File: src/rtl/control_unit_legv8.sv
// Multi-cycle LEGv8 control sequencer: fetches over a req/valid handshake, owns the PC,
// and drives the datapath control word and constant from the registered state and IR.
module control_unit_legv8 #(
    parameter logic [63:0] RESET_PC    = 64'd0,
    parameter logic [4:0]  SCRATCH_REG = 5'd16,
    parameter logic [4:0]  FS_AND      = 5'b00000,
    parameter logic [4:0]  FS_ORR      = 5'b00100,
    parameter logic [4:0]  FS_ADD      = 5'b01000,
    parameter logic [4:0]  FS_SUB      = 5'b01001,
    parameter logic [4:0]  FS_PASSA    = 5'b11100
) (
    input  logic        clock,
    input  logic        reset,
    input  logic [31:0] instruction,
    input  logic        instr_valid,
    input  logic [3:0]  status,
    output logic [24:0] control_word,
    output logic [63:0] constant,
    output logic [63:0] pc,
    output logic        instr_req,
    output logic        retired,
    output logic        halted,
    output logic        illegal
);
    typedef enum logic [1:0] {S_FETCH, S_EXEC, S_ST2, S_HALTED} state_t;
    typedef enum logic [3:0] {
        OP_ADD, OP_SUB, OP_AND, OP_ORR, OP_ADDI, OP_SUBI,
        OP_LDUR, OP_STUR, OP_CBZ, OP_B, OP_HALT, OP_BAD
    } op_t;

    state_t      state, state_next;
    op_t         op;
    logic [31:0] ir;
    logic [63:0] pc_next;
    logic        done;

    logic [4:0]  sa, sb, da, fs;
    logic        reg_write, mem_write, bsel, en_mem, en_alu;
    logic [63:0] const_v;

    // Only Z is consumed; the other flags are carried for completeness.
    logic unused_flags;
    assign unused_flags = &{1'b0, status[3:1]};

    always_comb begin
        op = OP_BAD;
        if (ir == 32'd0)                        op = OP_HALT;
        else if (ir[31:21] == 11'b10001011000)  op = OP_ADD;
        else if (ir[31:21] == 11'b11001011000)  op = OP_SUB;
        else if (ir[31:21] == 11'b10001010000)  op = OP_AND;
        else if (ir[31:21] == 11'b10101010000)  op = OP_ORR;
        else if (ir[31:21] == 11'b11111000010)  op = OP_LDUR;
        else if (ir[31:21] == 11'b11111000000)  op = OP_STUR;
        else if (ir[31:22] == 10'b1001000100)   op = OP_ADDI;
        else if (ir[31:22] == 10'b1101000100)   op = OP_SUBI;
        else if (ir[31:24] == 8'b10110100)      op = OP_CBZ;
        else if (ir[31:26] == 6'b000101)        op = OP_B;
    end

    // Final execute edge of a real instruction: EXEC for all but STUR, ST2 for STUR.
    assign done = (state == S_ST2) ||
                  (state == S_EXEC && op != OP_STUR && op != OP_HALT && op != OP_BAD);

    always_comb begin
        pc_next = pc + 64'd4;
        if (state == S_EXEC && op == OP_B)
            pc_next = pc + {{36{ir[25]}}, ir[25:0], 2'b00};
        else if (state == S_EXEC && op == OP_CBZ && status[0])
            pc_next = pc + {{43{ir[23]}}, ir[23:5], 2'b00};
    end

    always_ff @(posedge clock) begin
        if (reset) begin
            state   <= S_FETCH;
            pc      <= RESET_PC;
            ir      <= 32'd0;
            halted  <= 1'b0;
            illegal <= 1'b0;
        end else begin
            state <= state_next;
            if (state == S_FETCH && instr_valid) ir <= instruction;
            if (done) pc <= pc_next;
            if (state == S_EXEC && (op == OP_HALT || op == OP_BAD)) halted <= 1'b1;
            if (state == S_EXEC && op == OP_BAD) illegal <= 1'b1;
        end
    end

    always_comb begin
        state_next = state;
        case (state)
            S_FETCH:  if (instr_valid) state_next = S_EXEC;
            S_EXEC: begin
                if (op == OP_HALT || op == OP_BAD) state_next = S_HALTED;
                else if (op == OP_STUR)            state_next = S_ST2;
                else                               state_next = S_FETCH;
            end
            S_ST2:    state_next = S_FETCH;
            default:  state_next = S_HALTED;
        endcase
    end

    always_comb begin
        sa = 5'd0; sb = 5'd0; da = 5'd0; fs = 5'd0;
        reg_write = 1'b0; mem_write = 1'b0; bsel = 1'b0; en_mem = 1'b0; en_alu = 1'b0;
        const_v = 64'd0;
        if (state == S_EXEC) begin
            case (op)
                OP_ADD, OP_SUB, OP_AND, OP_ORR, OP_ADDI, OP_SUBI: begin
                    sa = ir[9:5]; sb = ir[20:16]; da = ir[4:0];
                    reg_write = 1'b1; en_alu = 1'b1;
                    case (op)
                        OP_SUB, OP_SUBI: fs = FS_SUB;
                        OP_AND:          fs = FS_AND;
                        OP_ORR:          fs = FS_ORR;
                        default:         fs = FS_ADD;
                    endcase
                    if (op == OP_ADDI || op == OP_SUBI) begin
                        bsel = 1'b1;
                        const_v = {52'd0, ir[21:10]};
                    end
                end
                OP_LDUR: begin
                    sa = ir[9:5]; da = ir[4:0]; fs = FS_ADD; bsel = 1'b1;
                    const_v = {{55{ir[20]}}, ir[20:12]};
                    reg_write = 1'b1; en_mem = 1'b1;
                end
                OP_STUR: begin
                    // Effective address parked in the scratch register for ST2.
                    sa = ir[9:5]; da = SCRATCH_REG; fs = FS_ADD; bsel = 1'b1;
                    const_v = {{55{ir[20]}}, ir[20:12]};
                    reg_write = 1'b1; en_alu = 1'b1;
                end
                OP_CBZ: begin
                    sa = ir[4:0]; fs = FS_ADD; bsel = 1'b1;
                end
                default: ;
            endcase
        end else if (state == S_ST2) begin
            sa = SCRATCH_REG; sb = ir[4:0]; fs = FS_PASSA; mem_write = 1'b1;
        end
        if (reset) begin
            sa = 5'd0; sb = 5'd0; da = 5'd0; fs = 5'd0;
            reg_write = 1'b0; mem_write = 1'b0; bsel = 1'b0; en_mem = 1'b0; en_alu = 1'b0;
            const_v = 64'd0;
        end
    end

    assign control_word = {sa, sb, da, reg_write, mem_write, fs, bsel, en_mem, en_alu};
    assign constant     = const_v;
    assign instr_req    = (state == S_FETCH);
    assign retired      = done && !reset;
endmodule

File: config.mk
export PLATFORM = sky130hd
export DESIGN_NAME = control_unit_legv8
export DESIGN_NICKNAME = d
export VERILOG_FILES = /design/src/rtl/control_unit_legv8.sv
export SDC_FILE = /design/constraint.sdc
export NUM_CORES = 1
export LEC_CHECK = 0
export CAP_MARGIN = 10
export CORE_UTILIZATION = 45
export CTS_CLUSTER_SIZE = 24
export DETAILED_ROUTE_END_ITERATION = 6
export PLACE_DENSITY_LB_ADDON = 0.1
export SLEW_MARGIN = 20
export SYNTH_ARGS = -nofsm -noshare
export SYNTH_HDL_FRONTEND = slang
export SYNTH_SLANG_ARGS = --single-unit
export TNS_END_PERCENT = 30
File: constraint.sdc
create_clock -name clock -period 4.5 [get_ports clock]
set_input_delay 0.9 -clock clock [delete_from_list [all_inputs] [get_ports clock]]
set_output_delay 0.9 -clock clock [all_outputs]
set_load 0.02 [all_outputs]
======== Yosys cells after proc, flatten, opt, wreduce, memory -nomap -nowiden ========
Cells that the tools add are included.
cells by class
  muxes and demuxes ....................... 53
  equality and inequality tests ........... 27
  add/subtract/negate cells ............... 3
  reduce and logical (&&, ||, !) cells .... 24
operator list
  cell                                                              number
  64-bit two-way mux                                                4
  64-bit adder                                                      2
  64-bit case mux with 2 select lines                               1
  11-bit == test (second input constant)                            6
  64-bit by 3-bit adder with 64-bit output (second input constant)  1
  5-bit two-way mux                                                 12
  4-bit two-way mux                                                 9
  32-bit logical NOT                                                1
  10-bit == test (second input constant)                            2
  5-bit case mux with 2 select lines                                2
  4-bit by 3-bit == test with 1-bit output (second input constant)  4
  4-bit == test (second input constant)                             4
  1-bit two-way mux                                                 15
  7-bit OR reduction                                                2
  12-bit two-way mux                                                1
  4-bit case mux with 3 select lines                                1
  1-bit logical AND                                                 10
  2-bit two-way mux                                                 5
  4-bit by 2-bit == test with 1-bit output (second input constant)  2
  8-bit == test (second input constant)                             1
  4-bit inequality test (second input constant)                     2
  4-bit case mux with 2 select lines                                1
  8-bit OR reduction                                                1
  6-bit by 3-bit == test with 1-bit output (second input constant)  1
  14 further kinds                                                  17
word-level totals
  input bits .............................. 39
  flip-flop bits (word level) ............. 100
  output and inout bits ................... 157

======== Logic depth before layout (Yosys ltp) ========
Gate-level depths: netlist of run 1.
  word-level depth ........................ 18
  mapped depth ............................ 19
  mapped depth without buffers ............ 15

======== Worst setup path before layout of run 1 ========
OpenSTA, ideal clock, no wires.
  path kind ............................... input-to-reg
  from .................................... input port status[0]
  to ...................................... register pc[62]
  path buffers ............................ 2
  arrival time ............................ 4586 ps
  required time ........................... 4378 ps
  stages .................................. 16
  setup slack ............................. -207 ps
  cell sequence ........................... and3b_1 > and4_1 > and3b_1 > clkbuf_1 > a21oi_2 > inv_1 > ha_1 > clkbuf_1 > a21oi_1 > o21ai_0 > or3_1 > o21a_1 > a221oi_1 > o21a_1 > or4_1 > nand3_1
between the ends
  longest elaborated chain between the ends .. 3
RTL lines
  what                  line  text
  from (decl)           16    input logic [3:0] status,
  1-bit logical AND     68    else if (state == S_EXEC && op == OP_CBZ && status[0])
  64-bit two-way mux    68
  64-bit two-way mux    66    if (state == S_EXEC && op == OP_B)
  to (signal assigned)  82    if (done) pc <= pc_next;
  to (decl)             19    output logic [63:0] pc,
Every way passes these cells.
A chain may end at the register's enable or synchronous reset.

======== Final worst setup path of run 1 ========
  from .................................... input port status[0]
  to ...................................... register pc[57]
Same word-level chain as after synthesis.

==> results of run 1 <==
## registers in the layout (all words and copies together) (netlist names)
signal,cells
halted,1
illegal,1
ir,32
pc,62
state,2
## final timing paths
path | startpoint | endpoint | slack (ns) | cells after the start
hold / removal | pc[16] | pc[16] | 0.48 | 2
setup reg to reg | ir[29] | pc[57] | 0.34 | 16
hold reg to reg | pc[16] | pc[16] | 0.48 | 2
setup / recovery | status[0] | pc[57] | 0.19 | 17
## through the flow
step | cell area [um2] | power [uW] | setup slack [ns] | instances
global placement | 11700 | 1260 | -0.353 | 1689
finish | 12200 | 2070 | 0.195 | 1710
floorplan | 8560 | 1120 | -0.147 | 1174
CTS | 12000 | 2070 | 0.00675 | 1705
detailed placement | 11700 | 1260 | -0.376 | 1689
global route | 12200 | 2140 | 0.0314 | 1710
## what timing repair did
| item | in CTS | in global routing |
|---|---|---|
| cloned | 0 | 0 |
| pin swaps | 1 | 11 |
| setup buffers | 0 | 5 |
| gates resized for setup | 0 | 26 |
| endpoints found under the setup margin | 1 | 16 |
## layer usage
layer | GRT usage | part of all wire | vias to the layer above
met5 | 0 | 0 | -
met4 | 0.0971 | 0.023 | 0
met3 | 0.0292 | 0.044 | 41
met2 | 0.480 | 0.48 | 281
met1 | 0.359 | 0.45 | 4376
li1 | - | - | 4809
## power breakdown
part	total [uW]	leakage (uW)	switching (uW)	internal, uW
combinational	289	0.00440	163	127
clock	826	0.000150	427	399
sequential	953	0.000796	53.5	900
## final cells by class
type                    count  area share
inverters                  21     0.00677
clock buffers               9      0.0185
well taps                 229      0.0235
multi-input cells         929       0.486
flip-flops and latches     98       0.161
clock inverters             7     0.00667
repair buffers            417       0.298
## synthesized netlist by cell type (all sizes together), types with 6 or more instances
cell type | n | share of area
a211oi | 22 | 0.019
a21boi | 7 | 0.0062
a21o | 45 | 0.040
a21oi | 139 | 0.083
a22o | 29 | 0.030
a22oi | 7 | 0.0062
a31oi | 13 | 0.0096
and2 | 14 | 0.010
and3 | 11 | 0.0081
and4 | 6 | 0.0062
buf | 73 | 0.060
clkbuf | 53 | 0.023
dfxtp | 98 | 0.23
ha | 63 | 0.093
inv | 19 | 0.0084
nand2 | 197 | 0.088
nand2b | 9 | 0.0066
nand3 | 39 | 0.023
nand4 | 21 | 0.015
nor2 | 72 | 0.032
nor2b | 7 | 0.0052
nor3 | 21 | 0.012
nor4 | 15 | 0.011
o211ai | 15 | 0.014
o21a | 13 | 0.012
o21ai | 48 | 0.028
o21bai | 6 | 0.0053
o31ai | 9 | 0.0096
or3 | 6 | 0.0044
or4 | 7 | 0.0066
xnor2 | 21 | 0.022
xor2 | 21 | 0.022
## layout by cell type (no fill, tap or decap), types with 11 or more instances in the layout
cell	netlist	routed
a211oi_1	22	21
a22o_1	29	29
xor2_1	21	21
inv_1	19	18
o21ai_0	42	38
dfxtp_1	98	98
nand4_1	21	21
xnor2_1	21	21
and3_1	11	11
buf_4	60	226
clkdlybuf4s50_1	0	187
o211ai_1	13	13
a21oi_1	138	134
ha_1	63	56
a31oi_1	13	13
nor3_1	21	20
nand2_1	196	196
and2_1	14	14
nand3_1	39	39
nor4_1	15	14
nor2_1	72	71
a21o_1	45	45
o21a_1	13	13
## worst reg2reg max path, cell delays in order, from the launching register on
cell and delay (ns):
dfxtp_1 0.47, nor2_1 0.13, and4_1 0.27, buf_4 0.21
a22o_1 0.27, buf_4 0.14, ha_1 0.28, a211oi_1 0.10
o211ai_1 0.31, nand4_1 0.21, a311oi_2 0.32, buf_4 0.17
o211ai_1 0.16, o211ai_1 0.35, a211oi_2 0.13, or4_1 0.53
nand3_1 0.07
## cells by family after synthesis
family | share of synthesized area
other cells | 0.000442
mux | 0.00236
xor+xnor | 0.0434
flops | 0.231
buf+inv | 0.0928
fa+ha+maj | 0.0954
compound gates | 0.292
simple gates | 0.242
==> flow_summary.ini, run 1 <==
[outcome]
run_status = complete, but fails checks
violations = design-rule violations

[logic_synthesis]
synth_seq_area_share = 0.231
number_of_synthesized_register_bits = 98
syn_area_mm2 = 0.00848
ys_types = 70
avgSynthCellArea_um2 = 7.23
syn_inst = 1172
synth_ff_type = dfxtp_1
synth-edff-count = 0
synthArstFlopShare = 0
yosys_synthesis_warning_count = 0

[die]
rows = 49
floorplan.die_area_mm2 = 0.0194
floorplan_core_area_mm2 = 0.0182
die_width_um = 139
top_level_ports = 196
effective_utilization_at_floorplan = 0.466
die_h_um = 139

[cells_and_area]
final.fill_count = 1598
layout.nets = 1579
post_route_cells_drive_above_1_share = 0.191
syn2layout_area_growth_pct = 43.8
regArea_mm2 = 0.00196
finalCoreUtilization = 0.670
diodes = 0
multi_input_comb_area_mm2 = 0.00592

[timing]
period_share = 0.957
slew_viol_final = 0
hold-worst-slack_ns = 0.476
timing_worst_slew_pin_value_ns = 1.10
setup-violations-final = 0
achievable_freq_ghz = 0.232
grt_setup_unrepaired = no
timing.clock.skew_ns = 0.0111
slew_headroom = 0.264
hold_violations = 0
final_period_minus_worst_setup_slack_ns = 4.31
setup_tns_ns = 0

[detailed_routing]
wirelength_mm = 27.4
drt_drc_violations_left = 5
detailedRoute.firstIterationViolations = 577
post_drt_antenna_nets = 0
num_vias = 9507
detail_route.first_pass.iterations = 7
wl_per_cell_um = 16.0
route.detailed.vias_per_inst = 5.56

[power]
power_density_mw_per_mm2 = 170
maximum_vdd_drop_uv = 166
static-leakage-power_uw = 0.00535

[critical_path]
critical_path.max_fanout = 6
start_kind = input port
worstPathRequired_ns = 4.81
timing.critical_path.slowest_stage_cell = or4_1
worst_path_largest_cell_delay_ns = 0.53
arrival_ns = 4.62
critical_path.n_buffers_inverters = 4
path_class = in -> reg
cp_top_family = compound AO/OA/AOI/OAI gates
critical_path.cell_chain = dlymetal6s2s_1 > and3b_1 > and4_1 > buf_6 > buf_4 > a22o_1 > ha_4 > o211ai_1 > o211ai_1 > nand4_1 > a311oi_2 > buf_4 > o211ai_1 > o211ai_1 > a211oi_2 > or4_1 > nand3_1
cell_repeated_most_along_the_worst_path = o211ai_1
worstSetupEndpointType = register

[clock_tree]
cts_tree = done
cts_root_buffer = clkbuf_16
clock_path_buffers = 2
tritoncts.num_buffers = 9
clock_sink_count = 98
worstSkewPairLatency_ns = 0.37
clk_pin_slew_ns = 0.08
postCtsHoldBufs = 0
h_tree_levels = 3

[place]
finalWeightedCongestion = 0.900
place.port_buffers = 189
detailed_placement_hpwl_mm = 20.6

[worst_hold_path]
holdCritPathClass = reg -> reg

[global_route]
gr-usage-all-layers = 0.278
wire_length_of_the_first_global_routing_pass_mm = 43.9
grt_remaining_overflow = 0
antenna_found_initial = 0
first_global_vias = 8707
grt_max_degree = 77

[run]
cap_violations = 0
Power figures use the tool's default switching activity.
==> inputs of run 2 (changes only) <==
MAX_ROUTING_LAYER = met4   (was not set)
TNS_END_PERCENT = not set   (was 30)
clock period = 5.1 ns   (was 4.5 ns; I/O delays follow)
==> flow_summary.ini, run 2 (synthesis gave the netlist of run 1 again) <==
[cells_and_area]
syn2layout_area_growth_pct = 25.4
largest_register_ff_count = 62
finish.instance_area_mm2 = 0.0106
layout.nets = 1397
final.fill_count = 1821
most_frequent_standard_cell_in_the_layout_excluding_fill_and_tap_cells = nand2_1
leading_cell_types_in_the_layout_fill_and_taps_excluded = nand2_1, clkdlybuf4s50_1, a21oi_1, dfxtp_1, nor2_1
largest_register = pc
finalCoreUtilization = 0.584
diodes = 0
post_route_cells_drive_above_1_share = 0.0600
largest_registers = pc: 62 flops, ir: 32 flops, state: 2 flops

[timing]
achievable_freq_ghz = 0.208
setup-violations-final = 0
final_period_minus_worst_setup_slack_ns = 4.80
grt_setup_unrepaired = no
timing_worst_slew_pin_value_ns = 1.10
setup_tns_ns = 0
period_share = 0.942
hold_violations = 0
slew_headroom = 0.269
timing.clock.skew_ns = 0.00881
setup_slack_ns = 0.296
slew_viol_final = 0

[place]
finalWeightedCongestion = 0.900
detailedPlace.worstSlack_ns = 0.0114
place.port_buffers = 189
post_dp_cell_area_mm2 = 0.0103
detailed_placement_hpwl_mm = 19.3

[clock_tree]
worstSkewPairLatency_ns = 0.37
cts_post_setup_buffers_inserted = 0
clock_sink_count = 98
cts_root_buffer = clkbuf_16
postCtsHoldBufs = 0
tritoncts.num_buffers = 9
clk_pin_slew_ns = 0.08
cts_tree = done
h_tree_levels = 3
clock_path_buffers = 2
cts.repair.resized = 0

[critical_path]
start_kind = register
timing.critical_path.slowest_stage_cell = clkdlybuf4s50_1
worstPathRequired_ns = 4.08
ff2ff_setup_slack_ns = 0.52
critical_path.max_fanout = 52
worstSetupEndpointType = output pin
critical_path.reg2reg.startpoint = ir[26]
path_class = reg -> out
critical_path.cell_chain = nor4bb_1 > nand4_1 > nor2_1 > nand2_1 > inv_1 > buf_4 > clkdlybuf4s50_1
worst_path_largest_cell_delay_ns = 0.70
arrival_ns = 3.78
timing.critical_path.from = ir[28]

[detailed_routing]
post_drt_antenna_nets = 0
drt_drc_violations_left = 6
route.detailed.vias_per_inst = 5.76
detailedRoute.firstIterationViolations = 523
num_vias = 8808
detail_route.first_pass.iterations = 7
wl_per_cell_um = 16.9
wirelength_mm = 25.7

[power]
p_int_uw = 1250
power_frac_clock = 0.398
maximum_vdd_drop_uv = 159
seq_power_share = 0.467
pwr-share-comb = 0.135
power.net_switching_uw = 552
static-leakage-power_uw = 0.00441
power_switching_share = 0.307
power_density_mw_per_mm2 = 169

[die]
floorplan.die_area_mm2 = 0.0194
effective_utilization_at_floorplan = 0.466
die_width_um = 139
floorplan_core_area_mm2 = 0.0182
top_level_ports = 196
rows = 49
die_h_um = 139

[global_route]
gr-usage-all-layers = 0.269
first_global_vias = 8089
grt_remaining_overflow = 0
wire_length_of_the_first_global_routing_pass_mm = 41.4
grt_max_degree = 73
antenna_found_initial = 0

[worst_hold_path]
hp-start = pc[15]
holdCritPathClass = reg -> reg

[outcome]
violations = design-rule violations
run_status = complete, but fails checks

[run]
cap_violations = 0
[run 2: cell type report]
class                      count  area (um2)  share of cell area
tap                          229         287              0.0270
clock inverter                 7        76.3             0.00718
inverter                      21        78.8             0.00742
sequential                    98        1960               0.185
clock buffer                   9         225              0.0212
timing repair buffer         235        2260               0.213
multi-input combinational    929        5740               0.540
[run 2: per-layer routing]
layer | up-vias | track usage | part of all wire
li1 | 4443 | - | -
met1 | 4086 | 0.337 | 0.45
met2 | 242 | 0.453 | 0.48
met3 | 37 | 0.0306 | 0.044
met4 | 0 | 0.0789 | 0.020
met5 | - | - | 0
[run 2: power by group through the flow]
stage	logic, uW	clock network (uW)	registers [uW]
floorplan	137	0	853
global placement	240	0	856
detailed placement	242	0	856
CTS	243	736	838
global route	265	760	844
finish	244	716	839
[run 2: path summary, 6_finish.rpt]
path / end / cells past startpoint
max: constant[46] / 7
min: pc[15] / 2
max reg2reg: pc[63] / 17
min reg2reg: pc[15] / 2
[run 2: worst max-delay path, delay by kind of cell, from the launching register on]
| kind | cells | cell delay [ns] |
|---|---|---|
| DFF | 1 | 0.46 |
| buffers and inverters | 3 | 1.21 |
| and+or+nand+nor | 4 | 1.73 |
[run 2: stage by stage]
step	total power, uW	hold WS (ns)	std cells
after floorplan	990	0.463	1174
after global placement	1100	0.448	1512
after detailed placement	1100	0.463	1512
after CTS	1820	0.482	1528
after global routing	1870	0.497	1528
final	1800	0.477	1528
==> inputs of run 3 (changes only) <==
PLACE_DENSITY = 0.73   (was not set)
PLACE_DENSITY_LB_ADDON = not set   (was 0.1)
SLEW_MARGIN = 15   (was 20)
==> flow_summary.ini, run 3 (synthesis gave the netlist of run 1 again) <==
[detailed_routing]
detailedRoute.firstIterationViolations = 554
num_vias = 8813
wirelength_mm = 25.8
route.detailed.vias_per_inst = 5.74
drt_drc_violations_left = 10
wl_per_cell_um = 16.8
post_drt_antenna_nets = 0
detail_route.first_pass.iterations = 7

[die]
die_h_um = 139
rows = 49
floorplan_core_area_mm2 = 0.0182
effective_utilization_at_floorplan = 0.466
floorplan.die_area_mm2 = 0.0194
top_level_ports = 196
die_width_um = 139

[critical_path]
cp_top_family = compound AO/OA/AOI/OAI gates
start_kind = input port
worst_path_largest_cell_delay_ns = 0.51
worstPathRequired_ns = 5.42
cell_repeated_most_along_the_worst_path = o21a_1
timing.critical_path.slowest_stage_cell = o31ai_1
critical_path.n_buffers_inverters = 3
critical_path.max_fanout = 19
path_class = in -> reg
worstSetupEndpointType = register
critical_path.cell_chain = clkdlybuf4s50_1 > and3b_1 > and4_1 > buf_12 > a22oi_1 > ha_1 > inv_1 > fa_1 > nand2b_1 > a21oi_1 > o21ai_1 > o31ai_1 > o21a_1 > a221oi_1 > o21a_1 > or4_1 > nand3_1
arrival_ns = 5.03

[power]
power_density_mw_per_mm2 = 169
static-leakage-power_uw = 0.00444
post-layout-total-power_uw = 1800
maximum_vdd_drop_uv = 156

[clock_tree]
tritoncts.num_buffers = 9
clock_path_buffers = 2
worstSkewPairLatency_ns = 0.38
cts_tree = done
clk_pin_slew_ns = 0.08
h_tree_levels = 3
postCtsHoldBufs = 0
cts.repair.resized = 0
clock_sink_count = 98
cts_root_buffer = clkbuf_16
cts_post_setup_buffers_inserted = 0

[run]
cap_violations = 0

[global_route]
grt-busiest-layer = met2
globalRouteMet1Util = 0.330
antenna_found_initial = 0
grt.met2_usage = 0.446
gr-usage-met3 = 0.0279
wire_length_of_the_first_global_routing_pass_mm = 40.9
grt_max_degree = 73
first_global_vias = 8075
grt_remaining_overflow = 0
gr-usage-all-layers = 0.267

[place]
place.port_buffers = 189
detailed_placement_hpwl_mm = 19.3
finalWeightedCongestion = 0.952

[timing]
timing.clock.skew_ns = 0.0122
slew_headroom = 0.275
hold_violations = 0
slew_viol_final = 0
period_share = 0.923
grt_setup_unrepaired = no
setup_tns_ns = 0
final_period_minus_worst_setup_slack_ns = 4.71
timing_worst_slew_pin_value_ns = 1.09
achievable_freq_ghz = 0.213
setup-violations-final = 0

[cells_and_area]
post_route_cells_drive_above_1_share = 0.0636
leading_cell_types_in_the_layout_fill_and_taps_excluded = nand2_1, clkdlybuf4s50_1, a21oi_1, dfxtp_1, nor2_1
final.fill_count = 1705
largest_registers = pc: 62 flops, ir: 32 flops, state: 2 flops
largest_register_ff_count = 62
largest_register = pc
finalCoreUtilization = 0.586
layout.nets = 1403
syn2layout_area_growth_pct = 25.8
most_frequent_standard_cell_in_the_layout_excluding_fill_and_tap_cells = nand2_1

[outcome]
violations = design-rule violations
run_status = complete, but fails checks

[worst_hold_path]
holdCritPathClass = reg -> reg
[run 3: routing by layer]
| metal | wire [um] | up-vias |
|---|---|---|
| met2 | 12500 | 252 |
| met4 | 568 | 0 |
| met1 | 11700 | 4063 |
| met3 | 1150 | 37 |
| li1 | - | 4461 |
| met5 | 0 | - |
[run 3: worst register-to-register path, delay by kind of cell, from the launching register on]
kind | cells | cell delay, ns
AO/OA/AOI/OAI | 6 | 1.15
adder cells (fa/ha/maj) | 1 | 0.38
buffers and inverters | 2 | 0.40
flip-flops | 1 | 0.40
multiplexers | 1 | 0.18
AND/OR/NAND/NOR | 6 | 1.78
[run 3: path summary, 6_finish.rpt]
check                           slack [ns]  depth (start not counted)      start     end
worst max register to register        0.66                         16     ir[31]  pc[63]
worst min register to register        0.47                          2     pc[41]  pc[41]
worst max-delay path                  0.39                         17  status[0]  pc[62]
worst min-delay path                  0.47                          2     pc[41]  pc[41]
[run 3: final cells by class]
class / count / area, um2 / share of cell area
clock buffer: 9 / 225 / 0.0211
antenna: 1 / 2.50 / 0.000235
tap: 229 / 287 / 0.0269
sequential: 98 / 1960 / 0.184
timing repair buffer: 241 / 2290 / 0.215
inverter: 21 / 78.8 / 0.00739
clock inverter: 7 / 81.3 / 0.00762
multi-input combinational: 929 / 5740 / 0.538
[run 3: metrics by stage]
stage / hold WS (ns) / setup slack (ns) / instances / cell area [um2]
after detailed placement: 0.463 / 0.0720 / 1518 / 10400
after global placement: 0.452 / 0.109 / 1518 / 10400
after floorplan: 0.463 / 0.273 / 1174 / 8480
final: 0.473 / 0.394 / 1535 / 10700
after global routing: 0.498 / 0.111 / 1534 / 10700
after CTS: 0.479 / 0.439 / 1534 / 10700
[run 3: power by group]
group	leakage [uW]	switching [uW]	internal [uW]
registers	0.000796	45.4	794
clock network	0.000150	373	351
logic	0.00349	140	98.7
